**src/rtl/roi_feature_extract.sv**
```systemverilog
// roi_feature_extract: RGB565 pixel pipeline that accumulates per-frame ROI dark/bright/grey-histogram features.
// Optional ROI border overlay on out_data when ROI_FEATURE_OVERLAY_EN is defined.
module roi_feature_extract #(
  parameter int H_ACT  = 640,
  parameter int V_ACT  = 480,
  parameter int ROI_X0 = 170,
  parameter int ROI_Y0 = 90,
  parameter int ROI_W  = 300,
  parameter int ROI_H  = 300,
  parameter int NBIN   = 4,
  parameter int CNT_W  = 20
) (
  input  logic                    cam_pclk,
  input  logic                    rst_n,
  input  logic                    pix_valid,
  input  logic                    pix_href,
  input  logic [15:0]             pix_data,
  input  logic [7:0]              thresh,
  input  logic                    feat_ready,
  output logic                    out_valid,
  output logic [15:0]             out_data,
  output logic                    feat_valid,
  output logic [CNT_W-1:0]        feat_dark,
  output logic [CNT_W-1:0]        feat_bright,
  output logic [NBIN*CNT_W-1:0]   feat_hist,
  output logic                    frame_done,
  output logic                    feat_overrun
);
  localparam int HW = $clog2(H_ACT + 1);
  localparam int VW = $clog2(V_ACT + 1);
  localparam int LB = $clog2(NBIN);
  localparam logic [0:0] S_SYNC = 1'b0, S_ACT = 1'b1, F_IDLE = 1'b0, F_HOLD = 1'b1;

  logic                  sync_q, sync_d, href_q, href_fall;
  logic [HW-1:0]         h_q, h_d, x1_q;
  logic [VW-1:0]         v_q, v_d, y1_q;
  logic                  v1_q, a1_q;
  logic [15:0]           d1_q, out_data_q, out_data_d;
  logic [7:0]            th1_q, grey;
  logic [LB-1:0]         bin;
  logic                  out_valid_q, in_roi, last, dark_hit;
  logic [CNT_W-1:0]      dark_q, dark_d, bright_q, bright_d, fdark_q, fbright_q;
  logic [NBIN*CNT_W-1:0] hist_q, hist_d, fhist_q;
  logic                  feat_q, feat_d, done_q, ovr_q, ovr_d;

  assign href_fall = href_q & ~pix_href;

  // Line position is unknown until the first line end after reset.
  always_comb begin
    sync_d = (sync_q == S_SYNC && href_fall) ? S_ACT : sync_q;
    h_d = href_fall ? '0 : (sync_q == S_ACT && pix_valid && !(&h_q)) ? h_q + HW'(1) : h_q;
    v_d = (sync_q == S_SYNC) ? '0 : !href_fall ? v_q : (v_q == VW'(V_ACT - 1)) ? '0 : v_q + VW'(1);
  end

  assign grey = {2'b0, d1_q[15:11], 1'b0} + {1'b0, d1_q[10:5], 1'b0} + {2'b0, d1_q[4:0], 1'b0};
  assign bin = grey[7 -: LB];
  assign in_roi = v1_q && a1_q && int'(x1_q) >= ROI_X0 && int'(x1_q) < ROI_X0 + ROI_W
                  && int'(y1_q) >= ROI_Y0 && int'(y1_q) < ROI_Y0 + ROI_H;
  assign last = v1_q && a1_q && x1_q == HW'(H_ACT - 1) && y1_q == VW'(V_ACT - 1);
  assign dark_hit = in_roi && grey < th1_q;
  assign dark_d = dark_q + CNT_W'(dark_hit && !(&dark_q));
  assign bright_d = bright_q + CNT_W'(in_roi && !dark_hit && !(&bright_q));

  always_comb begin
    hist_d = hist_q;
    for (int k = 0; k < NBIN; k++)
      hist_d[k*CNT_W +: CNT_W] = hist_q[k*CNT_W +: CNT_W]
        + CNT_W'(in_roi && int'(bin) == k && !(&hist_q[k*CNT_W +: CNT_W]));
  end

  // A snapshot always wins; an unconsumed previous one is overwritten and flagged.
  assign feat_d = last ? F_HOLD : (feat_q == F_HOLD && feat_ready) ? F_IDLE : feat_q;
  assign ovr_d = last && feat_q == F_HOLD && !feat_ready;

`ifdef ROI_FEATURE_OVERLAY_EN
  logic on_v, on_h;
  always_comb begin
    on_v = (int'(x1_q) == ROI_X0 - 1 || int'(x1_q) == ROI_X0 + ROI_W)
           && int'(y1_q) >= ROI_Y0 - 1 && int'(y1_q) <= ROI_Y0 + ROI_H;
    on_h = (int'(y1_q) == ROI_Y0 - 1 || int'(y1_q) == ROI_Y0 + ROI_H)
           && int'(x1_q) >= ROI_X0 - 1 && int'(x1_q) <= ROI_X0 + ROI_W;
    out_data_d = (a1_q && (on_v || on_h)) ? 16'h0000 : d1_q;
  end
`else
  assign out_data_d = d1_q;
`endif

  always_ff @(posedge cam_pclk or negedge rst_n) begin
    if (!rst_n) begin
      sync_q      <= S_SYNC;
      href_q      <= 1'b0;
      h_q         <= '0;
      v_q         <= '0;
      v1_q        <= 1'b0;
      a1_q        <= 1'b0;
      d1_q        <= '0;
      x1_q        <= '0;
      y1_q        <= '0;
      th1_q       <= '0;
      out_valid_q <= 1'b0;
      out_data_q  <= '0;
      dark_q      <= '0;
      bright_q    <= '0;
      hist_q      <= '0;
      fdark_q     <= '0;
      fbright_q   <= '0;
      fhist_q     <= '0;
      feat_q      <= F_IDLE;
      done_q      <= 1'b0;
      ovr_q       <= 1'b0;
    end else begin
      sync_q      <= sync_d;
      href_q      <= pix_href;
      h_q         <= h_d;
      v_q         <= v_d;
      v1_q        <= pix_valid;
      a1_q        <= sync_q == S_ACT;
      d1_q        <= pix_data;
      x1_q        <= h_q;
      y1_q        <= v_q;
      th1_q       <= thresh;
      out_valid_q <= v1_q;
      out_data_q  <= out_data_d;
      dark_q      <= last ? '0 : dark_d;
      bright_q    <= last ? '0 : bright_d;
      hist_q      <= last ? '0 : hist_d;
      fdark_q     <= last ? dark_d : fdark_q;
      fbright_q   <= last ? bright_d : fbright_q;
      fhist_q     <= last ? hist_d : fhist_q;
      feat_q      <= feat_d;
      done_q      <= last;
      ovr_q       <= ovr_d;
    end
  end

  assign out_valid    = out_valid_q;
  assign out_data     = out_data_q;
  assign feat_valid   = feat_q == F_HOLD;
  assign feat_dark    = fdark_q;
  assign feat_bright  = fbright_q;
  assign feat_hist    = fhist_q;
  assign frame_done   = done_q;
  assign feat_overrun = ovr_q;
endmodule

```
**config.mk**
```make
export PLATFORM = sky130hd
export DESIGN_NAME = roi_feature_extract
export DESIGN_NICKNAME = d
export VERILOG_FILES = /design/src/rtl/roi_feature_extract.sv
export SDC_FILE = /design/constraint.sdc
export NUM_CORES = 1
export LEC_CHECK = 0
export BUFFER_PORTS_ARGS = -buffer_cell sky130_fd_sc_hd__buf_4
export CAP_MARGIN = 20
export CORE_ASPECT_RATIO = 0.5
export CORE_MARGIN = 4
export CORE_UTILIZATION = 55
export CTS_CLUSTER_SIZE = 16
export DETAILED_ROUTE_END_ITERATION = 10
export MAX_ROUTING_LAYER = met4
export PLACE_DENSITY = 0.86
export SYNTH_ARGS = -nofsm -noshare
export SYNTH_HDL_FRONTEND = slang
export SYNTH_SLANG_ARGS = --single-unit
```
**constraint.sdc**
```tcl
create_clock -name cam_pclk -period 6.1 [get_ports cam_pclk]
set_input_delay 0.915 -clock cam_pclk [delete_from_list [all_inputs] [get_ports cam_pclk]]
set_output_delay 0.915 -clock cam_pclk [all_outputs]
set_load 0.01 [all_outputs]
```
# ---- After elaboration in Yosys (flattened, before gate mapping)
# Cells that the tools add are included.
dict set report classes {
  add_sub_neg 10
  magnitude_cmp 5
  eq_ne 7
  muxes 10
  n_bitwise 3
  reduce_logical 44
}
# op count
set op_table {}
lappend op_table {{20-bit by 1-bit adder with 20-bit output} 6}
lappend op_table {{20-bit AND reduction} 6}
lappend op_table {{80-bit 2-to-1 mux} 1}
lappend op_table {{20-bit 2-to-1 mux} 2}
lappend op_table {{9-bit 2-to-1 mux} 3}
lappend op_table {{1-bit logical AND} 25}
lappend op_table {{10-bit 2-to-1 mux} 2}
lappend op_table {{9-bit equality test, second input constant} 2}
lappend op_table {{10-bit by 1-bit adder with 10-bit output, second input constant} 1}
lappend op_table {{10-bit equality test, second input constant} 1}
lappend op_table {{10-bit by 8-bit greater-or-equal comparator with 1-bit output, second input constant} 1}
lappend op_table {{10-bit by 9-bit < comparator with 1-bit output, second input constant} 1}
lappend op_table {{10-bit AND reduction} 1}
lappend op_table {{9-bit by 1-bit adder with 9-bit output, second input constant} 1}
lappend op_table {{9-bit by 7-bit greater-or-equal comparator with 1-bit output, second input constant} 1}
lappend op_table {{1-bit zero test} 9}
lappend op_table {{9-bit < comparator, second input constant} 1}
lappend op_table {{6-bit by 7-bit adder with 8-bit output} 1}
lappend op_table {{8-bit by 6-bit adder with 8-bit output} 1}
lappend op_table {{8-bit < comparator} 1}
lappend op_table {{2-bit equality test, second input constant} 2}
lappend op_table {{2-bit nonzero test} 2}
lappend op_table {{2-bit by 1-bit equality test with 1-bit output, second input constant} 1}
lappend op_table {{2-bit zero test} 1}
lappend op_table {{4 further kinds} 6}
dict set report totals {
  ff_bits 326
  output_inout_bits 140
}

# ---- Depth between registers and ports, before layout
# Gate-level depths: netlist (run 1).
dict set report depth {
  word_depth 11
  ltp_mapped 20
  ltp_nobuf 20
}

# ---- Worst setup path after synthesis (run 1)
# OpenSTA, ideal clock, no wires.
dict set report synth_timing {
  path_kind {flip-flop to flip-flop}
  startpoint {register d1_q[1]}
  endpoint {register fdark_q[17] (netlist: feat_dark[17])}
  arrival_ns 4.228
  t_required_ns 5.963
  slack_ns 1.735
  path_stages_with_launch 21
  n_path_buf 1
  period_less_slack_ns 4.365
  cell_sequence {dfrtp_1 > inv_1 > fa_1 > inv_1 > ha_1 > fa_1 > a21o_1 > a21oi_1 > xor2_1 > inv_1 > ha_1 > o211ai_1 > o21ai_0 > a311oi_1 > ha_1 > and4_1 > or4b_1 > clkbuf_1 > o21a_1 > nor2_1 > a21oi_1}
}
dict set report synth_via {
  elab_chain_len 5
}
# item line
set synth_lines {}
lappend synth_lines {{start: declaration} 38} ;# logic [15:0] d1_q, out_data_q, out_data_d;
lappend synth_lines {{start signal: assignment} 118} ;# d1_q <= pix_data;
lappend synth_lines {{8-bit by 6-bit adder with 8-bit output} 55} ;# assign grey = {2'b0, d1_q[15:11], 1'b0} + {1'b0, d1_q[10:5], 1'b0} + {2'b0, d1_q[4:0], 1'b0};
lappend synth_lines {{8-bit < comparator} 60} ;# assign dark_hit = in_roi && grey < th1_q;
lappend synth_lines {{1-bit logical AND} 60}
lappend synth_lines {{1-bit logical AND} 61} ;# assign dark_d = dark_q + CNT_W'(dark_hit && !(&dark_q));
lappend synth_lines {{20-bit by 1-bit adder with 20-bit output} 61}
lappend synth_lines {{end signal: assignment} 127} ;# fdark_q <= last ? dark_d : fdark_q;
lappend synth_lines {{end: declaration} 42} ;# logic [CNT_W-1:0] dark_q, dark_d, bright_q, bright_d, fdark_q, fbright_q;
# Every way passes these cells.
# A chain may end at the register's enable or synchronous reset.

# ---- Final worst setup path (run 1)
dict set report layout_timing {
  startpoint {register d1_q[1]}
  endpoint {register bright_q[8]}
}
dict set report layout_via {
  elab_chain_len 8
}
# item line
set layout_lines {}
lappend layout_lines {{8-bit by 6-bit adder with 8-bit output} 55}
lappend layout_lines {{8-bit < comparator} 60}
lappend layout_lines {{1-bit logical AND} 60}
lappend layout_lines {{1-bit zero test} 62} ;# assign bright_d = bright_q + CNT_W'(in_roi && !dark_hit && !(&bright_q));
lappend layout_lines {{1-bit logical AND (2 in a row)} 62}
lappend layout_lines {{20-bit by 1-bit adder with 20-bit output} 62}
lappend layout_lines {{20-bit 2-to-1 mux} 125} ;# bright_q <= last ? '0 : bright_d;
lappend layout_lines {{end signal: assignment} 125}
lappend layout_lines {{end: declaration} 42}
# Every way passes these cells.

==> results.md, run 1 <==
- Status: finished clean
- Seq cells post-synth: 326
- # rows: 39
- Area of placed instances: 14,900 µm²
- Syn Nets: 1,326
- Final TNS setup: 0 ns
- Max Buffers Root-to-Sink: 3
- # diodes: 0
- Worst setup path endpoint: bright_q[8]$_DFF_PN0_
- Critical path class: register to register
- Final period util: 84.9%
- P_leak: 7.60 nW
- Fillers: 1,681
- Post-synth top area cell: dfrtp_1
- Port Buffer Count: 168
- Clk Latency, worst-skew pair: 0.54 ns
- Via Count: 9,547
- Total power: 4.28 mW
- Top delay family on crit path: adder cells
- Slew @ Worst Pin: 0.908 ns
- Crit start category: register
- DR iter-0 viols: 1,135
- RSZ-0062 raised after global routing: false
- HPWL Detailed: 20.0 mm
- Worst path bufs/invs: 3
- CTS sink cnt: 326
- Dpl ws: 0.984 ns
- Hold-fix buffers, CTS: 0
- Synthesis Warnings: 0
- Num CTS Buffers: 27
- Core ar.: 23,300 µm²
- Final hold vios: 0
- HP Class: register to register
- Syn_area_per_cell: 10.6 µm²
- Cells after Synth: 1,264
- Capture instance of the worst register-to-register path: bright_q[8]$_DFF_PN0_
- Max cap viols: 0
- Fin nets: 1,483
- Routed WL per cell: 16.5 µm
- Ranking of synthesized cells by area: dfrtp_1, nor2_1, nand2_1, xnor2_1, o21ai_1
- Number of gates resized after cts: 0
- Max Clk Rate: 193 MHz
- Arrival time worst endpoint: 5.57 ns
- Layout Area Growth over Synthesis: 18.7%
- Slowest cell on crit path: xor2_1
- First-pass GRT wire length: 48.5 mm
- Grt ovf: 0
- Drt drc: 0
- Post-Syn Area: 13,300 µm²
- Vias in the first global route: 9,491
- WP depth: 20
- Gr usage total: 22.0%
- Die width: 228 µm
- Ports: 169
- Fraction of layout cells with a size suffix above 1: 15.9%
- Root Buffer: clkbuf_16
- Die H: 118 µm
- CP cell instances: inv_1 -> fa_1 -> inv_1 -> ha_1 -> fa_1 -> a21o_1 -> a21oi_1 -> xor2_1 -> inv_1 -> ha_1 -> o211ai_1 -> o21ai_0 -> nor3b_1 -> ha_1 -> ha_1 -> nand3_1 -> nor2_1 -> nand3_1 -> xor2_1 -> nor2_1
- Gp weighted congestion: 0.880
- Prevailing post-synth register cell: dfrtp_1
- Crit Path Max Fanout: 7
- Area of the multi-input gates: 4920 µm²
- Async set-reset flop share out of synthesis: 100%
- Setup-failing EPs final: 0
- FF/Latch Area: 8160 µm²
- Die area: 27,000 µm²
- Worst EP required: 6.49 ns
- Setup bufs post-CTS: 0
- H-tree depth: 1
- Fin worst setup slack: 0.922 ns
- Crit path capture type: register
- Most frequent CP cell: ha_1
- Cell area after layout: 15,800 µm²
- Reg clk slew, reported paths: 0.07 ns
- Crit path from: d1_q[1]$_DFF_PN0_
- Starting Density: 57.2%
- Post-synth top area share: 61.1%
- Fin crit period: 5.18 ns
- Worst slew margin: 39.4%
- Router iterations before antenna repair: 5
- Largest net degree at the start of global routing: 126
- Pins over their slew limit: 0
- CP peak stage delay: 0.54 ns
- Clock skew: 0.0119 ns
- EDFF count, synth: 0
- Peak VDD IR: 0.000259 V
- Register area share after synthesis: 61.1%
- TritonCTS clock tree: built
- DRT antenna net count: 0
- Initial antenna violation count: 0
- Drt total wl: 28.8 mm
- Synth cell types: 48
- PD cells: 270 nW/µm²
- FF-to-FF Start: d1_q[1]$_DFF_PN0_
- Worst r2r path cells: 20
- Reg2reg setup slack: 0.92 ns
- Most common cell after layout, fill and taps aside: dfrtp_1
- Commonest cells after routing, fill and taps aside: dfrtp_1, nor2_1, nand2_1, buf_4, o21ai_1
- Via density per instance: 5.46
report_power, final:
group | switching [mW] | total [mW] | internal (mW)
Clock | 0.772 | 1.83 | 1.06
Sequential | 0.0457 | 2.26 | 2.21
Combinational | 0.117 | 0.195 | 0.0781
Total | 0.934 | 4.28 | 3.35
worst min path at each step:
stage / startpoint / to / slack, ns / cells after the start
after floorplan: d1_q[12]$_DFF_PN0_ / out_data[12]$_DFF_PN0_ / 0.35 / 0
after global placement: d1_q[6]$_DFF_PN0_ / out_data[6]$_DFF_PN0_ / 0.36 / 0
after detailed placement: v_q[8]$_DFFE_PN0P_ / y1_q[8]$_DFF_PN0_ / 0.37 / 0
after CTS: d1_q[1]$_DFF_PN0_ / out_data[1]$_DFF_PN0_ / 0.37 / 0
after global routing: d1_q[6]$_DFF_PN0_ / out_data[6]$_DFF_PN0_ / 0.39 / 0
final: d1_q[1]$_DFF_PN0_ / out_data[1]$_DFF_PN0_ / 0.38 / 0
layout make-up:
cell class              count  area share, %
repair buffers            174           8.50
flip-flops and latches    326           51.5
well taps                 307           2.42
inverters                  24          0.569
multi-input cells         868           31.0
clock inverters            10          0.821
clock buffers              38           5.16
worst register-to-register path, delay by kind of cell (launching register included):
family	cells	cell delay (ns)
flip-flops	1	0.34
buffers and inverters	3	0.21
XOR/XNOR	2	0.72
adder cells (fa/ha/maj)	6	1.88
AO/OA/AOI/OAI	4	0.84
AND/OR/NAND/NOR	5	1.04
per-stage QoR:
stage | util, % | hold WS, ns | cells
after floorplan | - | 0.354 | 1264
after global placement | 63.7 | 0.356 | 1698
after detailed placement | 63.7 | 0.369 | 1698
after CTS | 67.8 | 0.375 | 1746
after global routing | 67.9 | 0.392 | 1747
final | 67.9 | 0.375 | 1747
logic make-up (layout without fill, tap and decap cells):
kind of cell	count (synthesis)	count (layout)	synth area share, %
buffers and inverters	70	246	2.10
XOR/XNOR	115	115	7.55
adder cells (fa/ha/maj)	33	33	3.43
AO/OA/AOI/OAI	148	148	6.01
AND/OR/NAND/NOR	570	570	19.6
flip-flops	326	326	61.1
multiplexers	2	2	0.150
registers in the layout, indices dropped and copies added, names as in the netlist:
signal and cells:
out_valid 1, v_q 9, h_q 10, d1_q 16, hist_q 80, href_q 1
feat_bright 20, bright_q 20, frame_done 1, dark_q 20, feat_hist 80, x1_q 10
v1_q 1, sync_q 1, out_data 16, feat_overrun 1, y1_q 9, th1_q 8
feat_valid 1, a1_q 1, feat_dark 20
synthesized netlist by cell type (3+ instances only):
master    count
dfrtp_1     326
nor2_1      188
nand2_1     181
o21ai_1      88
xnor2_1      67
nand3_1      54
xor2_1       48
nand4_1      34
clkbuf_1     32
a21oi_1      28
ha_1         27
inv_1        24
nor3_1       22
nor4_1       20
and2_1       17
and3_1       17
buf_2        14
o21ai_0      10
and4_1        9
fa_1          6
nand2b_1      6
a211oi_1      3
a31oi_1       3
nand4b_1      3
nor3b_1       3
o21a_1        3
per-layer routing:
layer | share of wire (%) | track usage, % | wire (µm)
met2 | 50 | 36.0 | 14500
met4 | 2.5 | 5.92 | 713
met1 | 43 | 29.3 | 12400
met5 | 0 | - | 0
met3 | 4.1 | 3.32 | 1170
(Power assumes the default switching activity.)
==> inputs of run 2 (changes only) <==
==> constraint.sdc (replaced) <==
create_clock -name cam_pclk -period 5.35 [get_ports cam_pclk]
set_input_delay 0.8025 -clock cam_pclk [delete_from_list [all_inputs] [get_ports cam_pclk]]
set_output_delay 0.8025 -clock cam_pclk [all_outputs]
set_load 0.01 [all_outputs]
==> results.md, run 2 (synthesis results as in run 1) <==
- Status: finished clean
- Starting Density: 57.2% (unchanged)
- Comb pwr share: 4.8% (+0.3 points)
- Setup bufs post-CTS: 0 (unchanged)
- Clock share of power: 40.6% (-2.1 points)
- Psw: 1.07 mW (+14%)
- Router iterations before antenna repair: 4 (-1)
- Ports: 169 (unchanged)
- First-pass GRT wire length: 49.0 mm (+0.98%)
- Root Buffer: clkbuf_16
- Via density per instance: 5.47 (+0.14%)
- Largest net degree at the start of global routing: 142 (+13%)
- WL met2: 14.9 mm (+3.2%)
- Drt drc: 0 (unchanged)
- Peak VDD IR: 0.000229 V (-11%)
- Final TNS setup: 0 ns (unchanged)
- Capture instance of the worst register-to-register path: feat_dark[17]$_DFFE_PN0P_
- Gr usage total: 22.4% (+0.37 points)
- WL met1: 12.6 mm (+1.6%)
- Die H: 118 µm (unchanged)
- Most common cell after layout, fill and taps aside: dfrtp_1
- Die width: 228 µm (unchanged)
- Max Buffers Root-to-Sink: 3 (unchanged)
- Vias in the first global route: 9,625 (+1.4%)
- Initial antenna violation count: 0 (unchanged)
- H-tree depth: 1 (unchanged)
- P_int: 3.65 mW (+9.1%)
- Crit path from: d1_q[1]$_DFF_PN0_
- Dpl ws: 0.561 ns (-0.423 ns)
- Gp weighted congestion: 0.888 (+0.90%)
- Num CTS Buffers: 28 (+3.7%)
- Fin worst setup slack: 0.472 ns (-0.449 ns)
- P_leak: 7.56 nW (-0.56%)
- Pins over their slew limit: 0 (unchanged)
- Reg2reg setup slack: 0.47 ns (-0.45 ns)
- Placed insts: 1,699 (+0.059%)
- Crit start category: register
- Port Buffer Count: 168 (unchanged)
- Routed met3 length: 1.14 mm (-2.9%)
- Drt total wl: 29.4 mm (+2.0%)
- CTS sink cnt: 326 (unchanged)
- Total power: 4.72 mW (+10%)
- Layout Area Growth over Synthesis: 18.1%
- Worst slew margin: 41.3% (+1.9 points)
- TritonCTS clock tree: built
- Fin cells: 1,750 (+0.17%)
- DR iter-0 viols: 918 (-19%)
- DRT antenna net count: 0 (unchanged)
- Max cap viols: 0 (unchanged)
- Max Clk Rate: 205 MHz (+6.2%)
- Slew @ Worst Pin: 0.879 ns (-0.0284 ns)
- PD cells: 300 nW/µm² (+11%)
- Switch share: 22.6% (+0.78 points)
- Routed WL per cell: 16.8 µm (+1.8%)
- RSZ-0062 raised after global routing: false
- Critical path class: register to register
- Fin nets: 1,485 (+0.13%)
- Seq pwr share: 54.6% (+1.9 points)
- Reg clk slew, reported paths: 0.07 ns (about the same)
- Die area: 27,000 µm² (unchanged)
- HP Class: input port to async pin
- Fraction of layout cells with a size suffix above 1: 15.5% (-0.38 points)
- Worst r2r path cells: 20 (unchanged)
- Setup-failing EPs final: 0 (unchanged)
- Core ar.: 23,300 µm² (unchanged)
- # rows: 39 (unchanged)
- FF-to-FF Start: d1_q[1]$_DFF_PN0_
- Arrival time worst endpoint: 5.29 ns (-0.28 ns)
- Crit Path Max Fanout: 5 (-2)
- Top Layer Used: met4
- Hold-fix buffers, CTS: 0 (unchanged)
- Final hold vios: 0 (unchanged)
- Fin crit period: 4.88 ns (-0.301 ns)
- HPWL Detailed: 20.5 mm (+2.3%)
- Number of gates resized after cts: 0 (unchanged)
- # diodes: 0 (unchanged)
- Clock skew: 0.0109 ns (-0.000994 ns)
- Final period util: 91.2% (+6.3 points)
- Worst EP required: 5.76 ns (-0.73 ns)
- Commonest cells after routing, fill and taps aside: dfrtp_1, nor2_1, nand2_1, buf_4, o21ai_1
- Via Count: 9,577 (+0.31%)
- Clk Latency, worst-skew pair: 0.55 ns (about the same)
- Grt ovf: 0 (unchanged)
- Crit path capture type: register
-- run 2: cell types whose count changed in the layout (fill, tap and decap cells not counted), sizes merged --
cell      previous run  this run
buf                174       175
clkinvlp             2         1
bufinv               3         0
clkbuf              38        41
clkinv               5         7
inv                 24        25
-- run 2: routing by layer --
layer | up-vias | global-route usage [%]
met4 | 0 | 5.39
met2 | 195 | 37.3
li1 | 4554 | -
met5 | - | -
met3 | 55 | 3.82
met1 | 4773 | 29.2
-- run 2: power groups by stage --
stage               sequential [mW]  clock, mW  combinational [mW]
CTS                            2.58       1.96               0.231
detailed placement             2.62          0               0.228
global route                   2.58       2.07               0.265
floorplan                      2.61          0               0.111
finish                         2.58       1.92               0.225
global placement               2.62          0               0.219
-- run 2: critical path: stages, from the launching register on --
cell and delay [ns]:
dfrtp_1 0.34, inv_1 0.06, fa_1 0.53, inv_1 0.06, ha_1 0.21, fa_1 0.41
a21o_1 0.20, a21oi_1 0.16, xor2_1 0.16, buf_4 0.17, inv_1 0.05, ha_1 0.26
o211ai_1 0.07, o21ai_0 0.20, a311oi_1 0.33, ha_1 0.24, and4_1 0.22, or4b_1 0.56
o21a_1 0.23, nor2_1 0.17, a21oi_1 0.10
-- run 2: layout make-up --
cell class / count / area (µm²)
Multi-Input combinational cell: 868 / 4920
Inverter: 24 / 90.1
Sequential cell: 326 / 8160
Timing Repair Buffer: 175 / 1360
Tap cell: 307 / 384
Fill cell: 1732 / 7570
Clock inverter: 9 / 51.3
Clock buffer: 41 / 801
-- run 2: worst max-delay path by stage --
| stage | to | cells past startpoint | slack [ns] |
|---|---|---|---|
| 5_1_grt | feat_bright[8]$_DFFE_PN0P_ | 21 | 0.13 |
| 4_1_cts | feat_dark[17]$_DFFE_PN0P_ | 20 | 0.49 |
| 3_3_place_gp | feat_dark[17]$_DFFE_PN0P_ | 20 | 0.73 |
| 2_1_floorplan | feat_dark[17]$_DFFE_PN0P_ | 20 | 0.98 |
| 3_5_place_dp | feat_bright[8]$_DFFE_PN0P_ | 21 | 0.56 |
| 6_report | feat_dark[17]$_DFFE_PN0P_ | 20 | 0.47 |
-- run 2: stage by stage --
| step | hold WS [ns] | area, µm² | util [%] |
|---|---|---|---|
| 2_1_floorplan | 0.354 | 13300 | - |
| 5_1_grt | 0.251 | 15800 | 67.6 |
| 3_5_place_dp | 0.363 | 14900 | 63.8 |
| 3_3_place_gp | 0.356 | 14900 | 63.8 |
| 4_1_cts | 0.228 | 15700 | 67.5 |
| 6_report | 0.224 | 15800 | 67.6 |
